### src/rtl/alu_seq_ctrl.sv
// alu_seq_ctrl: step-button sequencer that captures two operands and an
// opcode from a switch bank, drives them to an external combinational ALU,
// waits ALU_LAT cycles and latches the result for display.
// Optional result chaining (DONE + press with sw[15]=1 feeds the result back
// into operand A) is compiled in only when ALU_SEQ_CHAIN_EN is defined.
module alu_seq_ctrl #(
  parameter int WIDTH           = 8,
  parameter int DEBOUNCE_CYCLES = 4,
  parameter int ALU_LAT         = 2
) (
  input  logic             clk,
  input  logic             reset,
  input  logic             btn,
  input  logic [15:0]      sw,
  input  logic [WIDTH-1:0] alu_y,
  output logic [WIDTH-1:0] alu_a,
  output logic [WIDTH-1:0] alu_b,
  output logic [3:0]       alu_op,
  output logic [WIDTH-1:0] disp_y,
  output logic [3:0]       disp_op,
  output logic [1:0]       state_code,
  output logic             busy,
  output logic             done
);

  localparam int DCW = (DEBOUNCE_CYCLES > 1) ? $clog2(DEBOUNCE_CYCLES) : 1;
  localparam int LCW = (ALU_LAT > 1) ? $clog2(ALU_LAT) : 1;

  typedef enum logic [2:0] {
    S_GET_A,
    S_GET_B,
    S_GET_OP,
    S_EXEC,
    S_DONE
  } state_t;

  // ---------------- button conditioning ----------------
  logic [1:0]     sync_q, sync_d;
  logic           stable_q, stable_d;
  logic [DCW-1:0] db_cnt_q, db_cnt_d;
  logic           press_q, press_d;
  logic           btn_s;

  assign btn_s = sync_q[1];

  // Synchronize, then accept a new level only after DEBOUNCE_CYCLES
  // consecutive disagreeing samples; a rising acceptance emits one press.
  always_comb begin
    sync_d   = {sync_q[0], btn};
    stable_d = stable_q;
    db_cnt_d = '0;
    press_d  = 1'b0;
    if (btn_s != stable_q) begin
      if (db_cnt_q == DCW'(DEBOUNCE_CYCLES - 1)) begin
        stable_d = btn_s;
        press_d  = btn_s;
      end else begin
        db_cnt_d = db_cnt_q + 1'b1;
      end
    end
  end

  // Debouncer state registers.
  always_ff @(posedge clk) begin
    if (reset) begin
      sync_q   <= '0;
      stable_q <= 1'b0;
      db_cnt_q <= '0;
      press_q  <= 1'b0;
    end else begin
      sync_q   <= sync_d;
      stable_q <= stable_d;
      db_cnt_q <= db_cnt_d;
      press_q  <= press_d;
    end
  end

  // ---------------- sequencer ----------------
  state_t           state_q, state_d;
  logic [WIDTH-1:0] alu_a_q, alu_a_d, alu_b_q, alu_b_d, disp_y_q, disp_y_d;
  logic [3:0]       alu_op_q, alu_op_d, disp_op_q, disp_op_d;
  logic [LCW-1:0]   lat_cnt_q, lat_cnt_d;
  logic [1:0]       state_code_q, state_code_d;
  logic             busy_q, busy_d, done_q, done_d;

  // Next-state and capture logic; switches are only sampled on a press.
  always_comb begin
    state_d   = state_q;
    alu_a_d   = alu_a_q;
    alu_b_d   = alu_b_q;
    alu_op_d  = alu_op_q;
    disp_y_d  = disp_y_q;
    disp_op_d = disp_op_q;
    lat_cnt_d = lat_cnt_q;
    case (state_q)
      S_GET_A: if (press_q) begin
        alu_a_d = sw[WIDTH-1:0];
        state_d = S_GET_B;
      end
      S_GET_B: if (press_q) begin
        alu_b_d = sw[WIDTH-1:0];
        state_d = S_GET_OP;
      end
      S_GET_OP: if (press_q) begin
        alu_op_d  = sw[3:0];
        disp_op_d = sw[3:0];
        lat_cnt_d = '0;
        state_d   = S_EXEC;
      end
      // Presses here fall on the floor: nothing in this branch looks at press_q.
      S_EXEC: begin
        if (lat_cnt_q == LCW'(ALU_LAT - 1)) begin
          disp_y_d = alu_y;
          state_d  = S_DONE;
        end else begin
          lat_cnt_d = lat_cnt_q + 1'b1;
        end
      end
      S_DONE: if (press_q) begin
`ifdef ALU_SEQ_CHAIN_EN
        if (sw[15]) begin
          alu_a_d = disp_y_q;
          state_d = S_GET_B;
        end else begin
          state_d = S_GET_A;
        end
`else
        state_d = S_GET_A;
`endif
      end
      default: state_d = S_GET_A;
    endcase

    // Status outputs are registered from the next state so they line up
    // with state_q rather than lagging it by a cycle.
    case (state_d)
      S_GET_A:  state_code_d = 2'd0;
      S_GET_B:  state_code_d = 2'd1;
      S_GET_OP: state_code_d = 2'd2;
      default:  state_code_d = 2'd3;
    endcase
    busy_d = (state_d == S_EXEC);
    done_d = (state_d == S_DONE);
  end

  // Sequencer registers; reset wins over any pending press or EXEC update.
  always_ff @(posedge clk) begin
    if (reset) begin
      state_q      <= S_GET_A;
      alu_a_q      <= '0;
      alu_b_q      <= '0;
      alu_op_q     <= '0;
      disp_y_q     <= '0;
      disp_op_q    <= '0;
      lat_cnt_q    <= '0;
      state_code_q <= '0;
      busy_q       <= 1'b0;
      done_q       <= 1'b0;
    end else begin
      state_q      <= state_d;
      alu_a_q      <= alu_a_d;
      alu_b_q      <= alu_b_d;
      alu_op_q     <= alu_op_d;
      disp_y_q     <= disp_y_d;
      disp_op_q    <= disp_op_d;
      lat_cnt_q    <= lat_cnt_d;
      state_code_q <= state_code_d;
      busy_q       <= busy_d;
      done_q       <= done_d;
    end
  end

  // Upper switch bits are only meaningful in some configurations.
  logic unused_sw;
  assign unused_sw = ^sw;

  assign alu_a      = alu_a_q;
  assign alu_b      = alu_b_q;
  assign alu_op     = alu_op_q;
  assign disp_y     = disp_y_q;
  assign disp_op    = disp_op_q;
  assign state_code = state_code_q;
  assign busy       = busy_q;
  assign done       = done_q;

endmodule

### config.mk
export PLATFORM = sky130hd
export DESIGN_NAME = alu_seq_ctrl
export DESIGN_NICKNAME = d
export VERILOG_FILES = /design/src/rtl/alu_seq_ctrl.sv
export SDC_FILE = /design/constraint.sdc
export NUM_CORES = 1
export LEC_CHECK = 0
export ABC_AREA = 1
export CAP_MARGIN = 20
export CORE_UTILIZATION = 38
export DETAILED_ROUTE_END_ITERATION = 6
export PLACE_DENSITY = 0.8
export SYNTH_ARGS = -nofsm -noshare
export SYNTH_HDL_FRONTEND = slang
export SYNTH_SLANG_ARGS = --single-unit
### constraint.sdc
create_clock -name clk -period 1.12 [get_ports clk]
set_clock_uncertainty 0.1 [all_clocks]
set_input_delay 0.224 -clock clk [delete_from_list [all_inputs] [get_ports clk]]
set_output_delay 0.224 -clock clk [all_outputs]
set_load 0.1 [all_outputs]
==> impl_metrics.yaml <==
clock_network:
  postCtsHoldBufs: 0
  cts_tree: "built"
  clkTransAtPathRegs_ns: 0.08
  numCtsBuffers: 5
  clock_sinks: 42
  clock_path_buffers: 2
  htree_levels: 2
  cts_root_buf: "clkbuf_8"
  clk_latency_ns: 0.30
global_route:
  grt_max_degree: 24
  overflow: 0
  grt_pass1_vias: 1643
  antenna_found_initial: 0
  grt_first_pass_wirelength_um: 7610
  grt_util_met1_pct: 26.8
  grtUsageMet2_pct: 40.5
  grt_use_met3_pct: 6.08
  busiest_layer: "met2"
  grt_util_all_layers_pct: 23.9
setup_path:
  worstPathArrival_ns: 1.36
  end_kind: "flip-flop"
  critPathMaxStageDelay_ns: 0.35
  path_buf_inv: 2
  cp.required_ns: 1.21
  worstPathMaxFanout: 8
  path_class: "reg2reg"
  reg2reg_depth: 6
  path_depth: 6
  start_kind: "flip-flop"
  crit_chain: "buf_6, nor2_4, nand2_4, buf_12, nand2_2, a21oi_2"
  slowest_stage: "dfxtp_2"
  critical_path.top_delay_family: "simple AND/OR/NAND/NOR gates"
routing:
  viasPerCell: 5.11
  drc: 0
  dr_total_vias: 1652
  drt_iter0_drc: 115
  drtAntennaViolNets: 0
  drt_wl_total_um: 5440
  wl_per_cell_um: 16.8
  drtPass1Iterations: 4
place:
  place_ws_ns: -0.199
  port_buffers: 54
  dp.cells: 294
  gp_congestion: 0.769
  placed_area_sq_um: 2610
  dp.final_hpwl_um: 2760
power:
  p_seq_share_pct: 55.4
  intPower_mw: 2.05
  switching_power_mw: 0.596
  swShare_pct: 22.5
  ir_worst_vdd_mv: 0.699
  p_comb_share_pct: 6.1
  p_clk_share_pct: 38.5
  p_leak_nw: 1.28
  powerDensity_nw_per_um2: 843
synthesis:
  ys_seq_elements: 42
  ys_types: 21
  syn_nets: 219
  synth_area_sq_um: 1540
  muxShareOfSynthArea_pct: 0
  synth_compound_area_share_pct: 13.0
  postSynthAreaPerCell_sq_um: 8.04
  seq_area_frac_synth_pct: 54.8
  synthAdderAreaFrac_pct: 0.815
  synth_top_family_by_area: "simple AND/OR/NAND/NOR gates"
  synth_xor_xnor_area_share_pct: 0.570
  synth-simple-area-share_pct: 20.6
  yosysWarnings: 0
  synth_cells: 191
sta:
  post-route-period-util_pct: 113
  hold_viol_final: 0
  drv_slew: 0
  fmax_mhz: 788
  max-slew-margin-rel_pct: 84.0
  tightest_slew_ns: 0.239
  setup_ws_ns: -0.148
  finalSetupViolCount: 68
  post-route-min-period_ns: 1.27
  rsz0062_at_grt: "true"
floorplan:
  rows: 22
  start_util_pct: 40.7
  die_height_um: 65.6
  die_area_sq_um: 4300
  die_x_um: 65.6
  io_pins: 63
  core_area_sq_um: 3770
final_layout:
  layout_commonest_cell: "buf_12"
  drive_above_1_share_pct: 58.2
  stdcell_count: 323
  diodes: 0
  layout_common_cells: "buf_12 (40), nor2_1 (31), dfxtp_2 (23)"
  final_nets: 302
  syn_to_final_growth_pct: 105
  fin_area_sq_um: 3140
worst_hold_path:
  hold_path.class: "reg2reg"
  hold_depth: 2
outcome:
  violations: "negative setup slack"
  status: "finished with violations"
job:
  maxCapViolCount: 0
Yosys cell counts, drive strengths merged:
cell type,count,area [sq um]
clkbuf,2,7.51
a21oi,17,85.1
inv,25,93.8
o21ai,23,115
xor2,1,8.76
nand3,14,80.1
buf,8,55.1
nand2,19,83.8
ha,1,12.5
nor2,38,148
nor3,1,5.00
dfxtp,42,841
stage by stage:
step	setup TNS, ns	utilization [%]	power (mW)	hold slack, ns
2_1_floorplan	-0.100	-	1.56	0.186
3_3_place_gp	-5.81	69.3	1.66	0.297
3_5_place_dp	-6.31	69.3	1.66	0.300
4_1_cts	-2.43	77.8	2.64	0.312
5_1_grt	-7.05	83.3	2.74	0.319
6_report	-4.29	83.3	2.65	0.298
final timing paths:
| path | to | slack [ns] | start |
|---|---|---|---|
| setup / recovery | disp_y[3]$_SDFFE_PP0P_ | -0.15 | state_q[2]$_SDFF_PP0_ |
| setup reg to reg | disp_y[3]$_SDFFE_PP0P_ | -0.15 | state_q[2]$_SDFF_PP0_ |
| hold / removal | sync_q[1]$_SDFF_PP0_ | 0.30 | sync_q[0]$_SDFF_PP0_ |
| hold reg to reg | sync_q[1]$_SDFF_PP0_ | 0.30 | sync_q[0]$_SDFF_PP0_ |
cells by family (layout without fill, tap and decap cells):
logic type	after synthesis	after routing
flops	42	42
simple gates	72	74
compound gates	40	40
fa+ha+maj	1	1
buf+inv	35	117
xor+xnor	1	1
registers in the layout, indices dropped and copies added, names as in the netlist:
signal      flops
sync_q          2
lat_cnt_q       1
disp_y          8
done            1
db_cnt_q        2
state_code      2
press_q         1
busy            1
alu_a           8
alu_b           8
disp_op         4
stable_q        1
state_q         3
routing by layer:
metal,vias up,share of wire [%]
met4,0,2.9
li1,771,-
met1,802,41
met5,-,0
met2,60,51
met3,19,4.7
area by class of cell:
| type | instances | area (sq um) |
|---|---|---|
| repair buffers | 84 | 1200 |
| flip-flops and latches | 42 | 918 |
| multi-input cells | 116 | 761 |
| fillers | 177 | 629 |
| inverters | 25 | 109 |
| clock buffers | 7 | 86.3 |
| well taps | 48 | 60.1 |
| clock inverters | 1 | 5.00 |
power by group through the flow:
stage / logic, mW / registers, mW / clock network (mW)
floorplan: 0.0335 / 1.52 / 0
global placement: 0.132 / 1.52 / 0
detailed placement: 0.134 / 1.52 / 0
CTS: 0.143 / 1.47 / 1.02
global route: 0.170 / 1.47 / 1.11
finish: 0.161 / 1.47 / 1.02
worst reg2reg max path: stages, from the launching register on:
cell     delay [ns]
dfxtp_2        0.35
buf_6          0.13
nor2_4         0.20
nand2_4        0.09
buf_12         0.16
nand2_2        0.07
a21oi_2        0.06
repair_timing:
action | 4_1_cts | 5_1_grt
resized for setup | 63 | 34
gates cloned | 1 | 2
setup endpoints to repair | 72 | 72
setup buffers | 9 | 9
pin swaps | 11 | 13
No activity file was read; power rests on OpenSTA's default activity.
